[src/rtl/fsafe_monitor_mc_if.sv]
// Purpose: per-channel bus between the TX schedulers and the transmit fail-safe monitor.
// Latency: none (plain signal bundle).
// Backpressure: bp_enb carries per-channel PHY backpressure; the monitor never stalls the bus.
//
// Ports (grouped):
//   txen, bp_enb, clr_fail   scheduler -> monitor, one bit per channel
//   txen_fail                monitor -> gating, channel in FAIL or COOLDOWN
//   any_fail, fail_id        aggregated fail flag and lowest failed channel index
//   fail_cause               per-channel {timeout,bp} cause of the latched fail
// Modports: master = scheduler side, slave = monitor side.
interface fsafe_monitor_mc_if #(
    parameter int NCH = 4
);
    localparam int IW = (NCH > 1) ? $clog2(NCH) : 1;

    logic [NCH-1:0]   txen;
    logic [NCH-1:0]   bp_enb;
    logic [NCH-1:0]   clr_fail;
    logic [NCH-1:0]   txen_fail;
    logic             any_fail;
    logic [IW-1:0]    fail_id;
    logic [2*NCH-1:0] fail_cause;

    modport master (
        output txen, bp_enb, clr_fail,
        input  txen_fail, any_fail, fail_id, fail_cause
    );

    modport slave (
        input  txen, bp_enb, clr_fail,
        output txen_fail, any_fail, fail_id, fail_cause
    );
endinterface

[src/rtl/fsafe_monitor_mc.sv]
// Purpose: multi-channel transmit fail-safe monitor; trips a channel after BPLIMIT
//   backpressure cycles during one transmit, with software clear and cooldown.
// Latency: txen_fail rises one cycle after the tripping bp cycle; any_fail/fail_id comb.
// Backpressure: observes bp_enb only; never stalls, inputs accepted every cycle.
//
// Ports:
//   clk, rst     clock and synchronous active-high reset
//   mon (slave)  txen/bp_enb/clr_fail in; txen_fail/any_fail/fail_id/fail_cause out
// Optional feature: define FSAFE_TIMEOUT_EN to add a per-channel ACTIVE-duration
//   limit of TXLIMIT cycles (fail cause bit timeout). Undefined: timeout bits are 0.
module fsafe_monitor_mc #(
    parameter int NCH      = 4,
    parameter int BPLIMIT  = 512,
    parameter int CONSEC   = 0,
    parameter int COOLDOWN = 16,
    parameter int TXLIMIT  = 4096
) (
    input  logic              clk,
    input  logic              rst,
    fsafe_monitor_mc_if.slave mon
);
    localparam int IW  = (NCH > 1) ? $clog2(NCH) : 1;
    localparam int CW  = $clog2(BPLIMIT + 1);
    localparam int CDW = (COOLDOWN > 1) ? $clog2(COOLDOWN) : 1;
    localparam logic [CW-1:0]  BP_LAST = CW'(BPLIMIT - 1);
    localparam logic [CDW-1:0] CD_LAST = CDW'(COOLDOWN - 1);

    generate
        if (NCH < 1 || BPLIMIT < 1 || COOLDOWN < 1 || TXLIMIT < 1) begin : g_param_check
            $error("fsafe_monitor_mc: NCH, BPLIMIT, COOLDOWN and TXLIMIT must all be >= 1");
        end
    endgenerate

    typedef enum logic [1:0] {
        ST_IDLE   = 2'd0,
        ST_ACTIVE = 2'd1,
        ST_FAIL   = 2'd2,
        ST_COOL   = 2'd3
    } state_t;

    state_t         state_q [NCH];
    state_t         state_d [NCH];
    logic [CW-1:0]  bpcnt_q [NCH];
    logic [CW-1:0]  bpcnt_d [NCH];
    logic [CDW-1:0] cdcnt_q [NCH];
    logic [CDW-1:0] cdcnt_d [NCH];
    logic [1:0]     cause_q [NCH];
    logic [1:0]     cause_d [NCH];
    // arm: txen has been seen low since the last clear, so a high txen is a new transmit
    logic [NCH-1:0] arm_q;
    logic [NCH-1:0] arm_d;

    logic [NCH-1:0] bp_trip;
    logic [NCH-1:0] to_trip;
    logic [NCH-1:0] fail_vec;

`ifdef FSAFE_TIMEOUT_EN
    localparam int DW = $clog2(TXLIMIT + 1);
    localparam logic [DW-1:0] TX_LAST = DW'(TXLIMIT - 1);
    logic [DW-1:0] durcnt_q [NCH];
    logic [DW-1:0] durcnt_d [NCH];
`endif

    // Trip conditions are evaluated ahead of the txen check so that the cycle
    // completing the limit fails the channel even if txen drops in that same cycle.
    always_comb begin
        bp_trip = '0;
        to_trip = '0;
        for (int c = 0; c < NCH; c++) begin
            bp_trip[c] = (state_q[c] == ST_ACTIVE) && mon.bp_enb[c] && (bpcnt_q[c] == BP_LAST);
`ifdef FSAFE_TIMEOUT_EN
            to_trip[c] = (state_q[c] == ST_ACTIVE) && (durcnt_q[c] == TX_LAST);
`endif
        end
    end

    // State and counter register
    always_ff @(posedge clk) begin
        if (rst) begin
            for (int c = 0; c < NCH; c++) begin
                state_q[c] <= ST_IDLE;
                bpcnt_q[c] <= '0;
                cdcnt_q[c] <= '0;
                cause_q[c] <= '0;
`ifdef FSAFE_TIMEOUT_EN
                durcnt_q[c] <= '0;
`endif
            end
            arm_q <= '1;
        end else begin
            for (int c = 0; c < NCH; c++) begin
                state_q[c] <= state_d[c];
                bpcnt_q[c] <= bpcnt_d[c];
                cdcnt_q[c] <= cdcnt_d[c];
                cause_q[c] <= cause_d[c];
`ifdef FSAFE_TIMEOUT_EN
                durcnt_q[c] <= durcnt_d[c];
`endif
            end
            arm_q <= arm_d;
        end
    end

    // Next-state and counter update, one independent FSM per channel
    always_comb begin
        arm_d = arm_q;
        for (int c = 0; c < NCH; c++) begin
            state_d[c] = state_q[c];
            bpcnt_d[c] = bpcnt_q[c];
            cdcnt_d[c] = cdcnt_q[c];
            cause_d[c] = cause_q[c];
`ifdef FSAFE_TIMEOUT_EN
            durcnt_d[c] = durcnt_q[c];
`endif
            case (state_q[c])
                ST_IDLE: begin
                    bpcnt_d[c] = '0;
                    if (!mon.txen[c]) begin
                        arm_d[c] = 1'b1;
                    end else if (arm_q[c]) begin
                        state_d[c] = ST_ACTIVE;
`ifdef FSAFE_TIMEOUT_EN
                        durcnt_d[c] = '0;
`endif
                    end
                end
                ST_ACTIVE: begin
                    if (bp_trip[c] || to_trip[c]) begin
                        state_d[c] = ST_FAIL;
                        cause_d[c] = {to_trip[c], bp_trip[c]};
                        bpcnt_d[c] = '0;
                    end else if (!mon.txen[c]) begin
                        state_d[c] = ST_IDLE;
                        bpcnt_d[c] = '0;
                        arm_d[c]   = 1'b1;
                    end else begin
                        if (mon.bp_enb[c]) begin
                            if (bpcnt_q[c] < BP_LAST) begin
                                bpcnt_d[c] = bpcnt_q[c] + CW'(1);
                            end
                        end else if (CONSEC != 0) begin
                            bpcnt_d[c] = '0;
                        end
`ifdef FSAFE_TIMEOUT_EN
                        if (durcnt_q[c] < TX_LAST) begin
                            durcnt_d[c] = durcnt_q[c] + DW'(1);
                        end
`endif
                    end
                end
                ST_FAIL: begin
                    if (mon.clr_fail[c]) begin
                        state_d[c] = ST_COOL;
                        cdcnt_d[c] = '0;
                        // a txen still high from the failed transmit must not restart it
                        arm_d[c]   = 1'b0;
                    end
                end
                ST_COOL: begin
                    if (!mon.txen[c]) begin
                        arm_d[c] = 1'b1;
                    end
                    if (cdcnt_q[c] == CD_LAST) begin
                        state_d[c] = ST_IDLE;
                        cause_d[c] = '0;
                    end else begin
                        cdcnt_d[c] = cdcnt_q[c] + CDW'(1);
                    end
                end
                default: state_d[c] = ST_IDLE;
            endcase
        end
    end

    // Outputs decoded from the state register; aggregation is combinational
    always_comb begin
        fail_vec = '0;
        for (int c = 0; c < NCH; c++) begin
            fail_vec[c] = (state_q[c] == ST_FAIL) || (state_q[c] == ST_COOL);
        end
        mon.txen_fail = fail_vec;
        mon.any_fail  = |fail_vec;
        // scan downward so the lowest failed index is the last one written
        mon.fail_id = '0;
        for (int c = NCH - 1; c >= 0; c--) begin
            if (fail_vec[c]) begin
                mon.fail_id = IW'(c);
            end
        end
        mon.fail_cause = '0;
        for (int c = 0; c < NCH; c++) begin
            mon.fail_cause[2*c +: 2] = cause_q[c];
        end
    end
endmodule

[src/flat_wrapper.sv]
// flat-port wrapper written by rule: the top's interface ports become plain ports
module fsafe_monitor_mc_flat 
#(
    parameter int NCH      = 4,
    parameter int BPLIMIT  = 512,
    parameter int CONSEC   = 0,
    parameter int COOLDOWN = 16,
    parameter int TXLIMIT  = 4096
)
  (clk, rst, mon_txen, mon_bp_enb, mon_clr_fail, mon_txen_fail, mon_any_fail, mon_fail_id, mon_fail_cause);
  fsafe_monitor_mc_if #(.NCH(NCH)) mon_i ();
  input  logic clk;
  input  logic rst;
  input wire logic [$bits(mon_i.txen)-1:0] mon_txen;
  input wire logic [$bits(mon_i.bp_enb)-1:0] mon_bp_enb;
  input wire logic [$bits(mon_i.clr_fail)-1:0] mon_clr_fail;
  output wire logic [$bits(mon_i.txen_fail)-1:0] mon_txen_fail;
  output wire logic [$bits(mon_i.any_fail)-1:0] mon_any_fail;
  output wire logic [$bits(mon_i.fail_id)-1:0] mon_fail_id;
  output wire logic [$bits(mon_i.fail_cause)-1:0] mon_fail_cause;
  assign mon_i.txen = mon_txen;
  assign mon_i.bp_enb = mon_bp_enb;
  assign mon_i.clr_fail = mon_clr_fail;
  assign mon_txen_fail = mon_i.txen_fail;
  assign mon_any_fail = mon_i.any_fail;
  assign mon_fail_id = mon_i.fail_id;
  assign mon_fail_cause = mon_i.fail_cause;
  fsafe_monitor_mc #(.NCH(NCH), .BPLIMIT(BPLIMIT), .CONSEC(CONSEC), .COOLDOWN(COOLDOWN), .TXLIMIT(TXLIMIT)) u_core (.clk(clk), .rst(rst), .mon(mon_i));
endmodule
[config.mk]
export PLATFORM = sky130hd
export DESIGN_NAME = fsafe_monitor_mc_flat
export DESIGN_NICKNAME = d
export VERILOG_FILES = /design/src/rtl/fsafe_monitor_mc_if.sv /design/src/rtl/fsafe_monitor_mc.sv /design/src/flat_wrapper.sv
export SDC_FILE = /design/constraint.sdc
export NUM_CORES = 1
export LEC_CHECK = 0
export BUFFER_PORTS_ARGS = -buffer_cell sky130_fd_sc_hd__buf_2
export CORE_MARGIN = 2
export CORE_UTILIZATION = 35
export DETAILED_ROUTE_END_ITERATION = 10
export PLACE_DENSITY_LB_ADDON = 0.2
export SLEW_MARGIN = 20
export SYNTH_ARGS = -nofsm -noshare
export SYNTH_HDL_FRONTEND = slang
export SYNTH_SLANG_ARGS = --single-unit
[constraint.sdc]
create_clock -name clk -period 1.95 [get_ports clk]
set_clock_uncertainty 0.2 [all_clocks]
set_input_delay 0.0975 -clock clk [delete_from_list [all_inputs] [get_ports clk]]
set_output_delay 0.0975 -clock clk [all_outputs]
set_load 0.005 [all_outputs]
==> flow_summary_export.csv <==
group,metric,value,unit
detailed_routing,dr.pass1.iters,4,
setup_path,crit_arrival,1.75,ns
placement,port_buffers,24,
logic_synthesis,synth_compound_area_frac,0.2253,
detailed_routing,drc,0,
setup_path,reg2reg_to,"u_core.bpcnt_q[1][2]$_SDFFE_PP0P_",
power,peakVddDrop,0.0004098,V
outcome,violations,"negative setup slack",
logic_synthesis,synth_top_area_frac,0.3429,
sta,setup_viol,2,
logic_synthesis,yosys.area.top_type,"dfxtp_1",
logic_synthesis,netlist_area,0.004204,mm^2
clock_tree,clock_latency,0.34,ns
logic_synthesis,synth_area_per_cell,8.408,um^2
detailed_routing,wl_per_cell,13.94,um
setup_path,critical-path-max-stage-delay,0.51,ns
logic_synthesis,synthArstFlopShare,0,
logic_synthesis,yosysWarnings,0,
sta,grt_setup_unrepaired,"true",
die,die_y,113.6,um
die,dieArea,0.01290,mm^2
die,fp-row-count,40,
logic_synthesis,synth_fa_ha_area_frac,0.07143,
finish,final_common_cell,"buf_4",
outcome,status,"finished, violations left",
grt,overflow,0,
finish,drive_above_1_share,0.3420,
detailed_routing,via_count,4102,
setup_path,start_kind,"flip-flop",
logic_synthesis,seq_area_frac_synth,0.3429,
clock_tree,root_buffer,"clkbuf_16",
die,core_area,0.01186,mm^2
setup_path,critPathCapture,"mon_any_fail",
grt,grt_use_total,0.1704,
logic_synthesis,synth_seq_cells,72,
grt,grt_max_degree,15,
clock_tree,cts_max_level,3,
die,io_pins,29,
sta,finalCriticalPeriod,2.052,ns
clock_tree,clk_pin_slew,0.06,ns
detailed_routing,vias_per_cell,5.390,
sta,hold_viol,0,
setup_path,reg2regPathDepth,7,
logic_synthesis,syn_inst,500,
detailed_routing,ant_nets,0,
die,chipWidth,113.6,um
placement,place_hpwl,7469,um
logic_synthesis,synth_top_family_by_area,"simple AND/OR/NAND/NOR gates",
logic_synthesis,yosys_most_used_dff,"dfxtp_1",
logic_synthesis,synth_mux_area_frac,0.01696,
setup_path,worstPathRequired,1.65,ns
sta,worstMarginPinSlew,0.4891,ns
setup_path,critPathCaptureType,"output port",
grt,grt_pass1_wl,17910,um
logic_synthesis,synth-edff-count,0,
logic_synthesis,synth_xor_area_frac,0.03333,
sta,fin_crit_sh,1.052,
finish,n_antenna_cell,0,
grt,antenna_found_initial,0,
logic_synthesis,ys_types,69,
sta,finalWorstSetupSlack,-0.1015,ns
sta,slew_headroom,0.6646,
setup_path,slowest_stage,"or4_1",
finish,syn2layout_area_growth,36.31,%
setup_path,timing.rr.start,"u_core.state_q[1][0]$_SDFFE_PP0P_",
detailed_routing,first_iter_violations,122,
setup_path,path_cells,"inv_4, ha_4, nor2_4, inv_1, or4_1, buf_2",
setup_path,rrSetupSlack,0,ns
sta,fmax,487.4,MHz
placement,dp_cells,721,
logic_synthesis,yosys.area_share.simple,0.2563,
sta,drv_slew,0,
hold_path,min_path_type,"input port to flip-flop",
grt,grt_pass1_vias,3984,
logic_synthesis,synth.area.top_cells,"dfxtp_1, ha_1, a21oi_1, nor2_1, xnor2_1",
clock_tree,clock_sinks,72,
die,start_util,0.3544,
setup_path,crit_fanout,4,
setup_path,startpoint,"u_core.state_q[1][0]$_SDFFE_PP0P_",
clock_tree,cts_buffers,9,
power,p_leak,2.135,nW
power,power_per_cell_area,657.4,mW/mm^2
clock_tree,cts_tree,"done",
run,maxCapViolCount,0,
finish,final_cell_mix,"buf_4, dfxtp_1, a21oi_1",
finish,layout.nets,647,
placement,gp_congestion,0.8118,
finish,stdcell_count,761,
setup_path,path_class,"flip-flop to output port",
clock_tree,cts_buffer_depth,2,
sta,whs,0.01927,ns
detailed_routing,drt-total-wl,10610,um
-- what timing repair did --
action                                  in CTS  in global routing
resized for setup                           40                 63
setup buffers                                9                  6
pin swaps                                    4                 13
hold buffers                                 9                  0
endpoints found under the setup margin      19                 50
hold endpoints to repair                    18                  0
-- how the worst min path moves through the flow --
| stage | startpoint | end | slack [ns] | cells past startpoint |
|---|---|---|---|---|
| 2_1_floorplan | mon_txen[3] | u_core.arm_q[3]$_SDFFE_PP1P_ | 0.07 | 1 |
| 3_3_place_gp | mon_txen[0] | u_core.arm_q[0]$_SDFFE_PP1P_ | 0.21 | 2 |
| 3_5_place_dp | mon_txen[0] | u_core.arm_q[0]$_SDFFE_PP1P_ | 0.20 | 2 |
| 4_1_cts | mon_bp_enb[2] | u_core.bpcnt_q[2][1]$_SDFFE_PP0P_ | 0.01 | 5 |
| 5_1_grt | mon_bp_enb[3] | u_core.bpcnt_q[3][0]$_SDFFE_PP0P_ | 0.07 | 4 |
| 6_report | mon_bp_enb[2] | u_core.bpcnt_q[2][1]$_SDFFE_PP0P_ | 0.02 | 5 |
-- synth_stat cells, drive strengths merged (13+ instances only) --
master	count
ha	24
nand4	14
nor2	43
o21ai	18
or4	13
xnor2	15
inv	34
nor3	14
dfxtp	72
a21oi	47
nand2	22
nand3	21
o31ai	17
-- metrics by stage --
stage               instance area [um^2]  setup TNS [ns]  setup slack, ns    util  total power [mW]
floorplan                           4218               0          0.01734       -             1.907
global placement                    4900        -0.04989         -0.02347  0.4131             2.104
detailed placement                  4900         -0.5948          -0.1120  0.4131             2.116
CTS                                 5439         -0.1945          -0.1028  0.4585             3.702
global route                        5731         -0.4430          -0.1679  0.4831             3.942
finish                              5731         -0.1021          -0.1015  0.4831             3.767
-- where the power goes --
part	internal, mW	switching (mW)
Combinational	0.335	0.368
Sequential	1.51	0.0435
Clock	0.887	0.623
-- final cells by class --
type | count | area (um^2)
clock buffers | 12 | 246.5
clock inverters | 4 | 20.02
fillers | 1132 | 6131
inverters | 34 | 135.1
multi-input cells | 381 | 2874
flip-flops and latches | 72 | 1468
well taps | 147 | 183.9
repair buffers | 111 | 803.3
-- sequential cells by signal (all words and copies together) (netlist names), named ones only --
register,cells
u_core.bpcnt_q,40
u_core.cdcnt_q,16
u_core.arm_q,4
u_core.state_q,4
u_core.cause_q,4
-- critical path, delay by kind of cell (launching register included) --
| kind | cells | cell delay, ns |
|---|---|---|
| simple gates | 2 | 0.61 |
| buf+inv | 3 | 0.25 |
| fa+ha+maj | 1 | 0.17 |
| flops | 1 | 0.39 |
-- per-layer routing --
layer / GRT usage / part of all wire / routed length, um / vias to the layer above
li1: - / - / - / 2104
met1: 0.2196 / 0.49 / 5152 / 1929
met2: 0.2754 / 0.46 / 4921 / 49
met3: 0.03029 / 0.026 / 280 / 20
met4: 0.08455 / 0.024 / 253 / 0
met5: 0 / 0 / 0 / -
-- cell families after synthesis --
kind of cell,Yosys count
adder cells (fa/ha/maj),24
buffers and inverters,50
multiplexers,7
flip-flops,72
AO/OA/AOI/OAI,140
AND/OR/NAND/NOR,190
XOR/XNOR,16
other,1
Power figures use the tool's default switching activity.
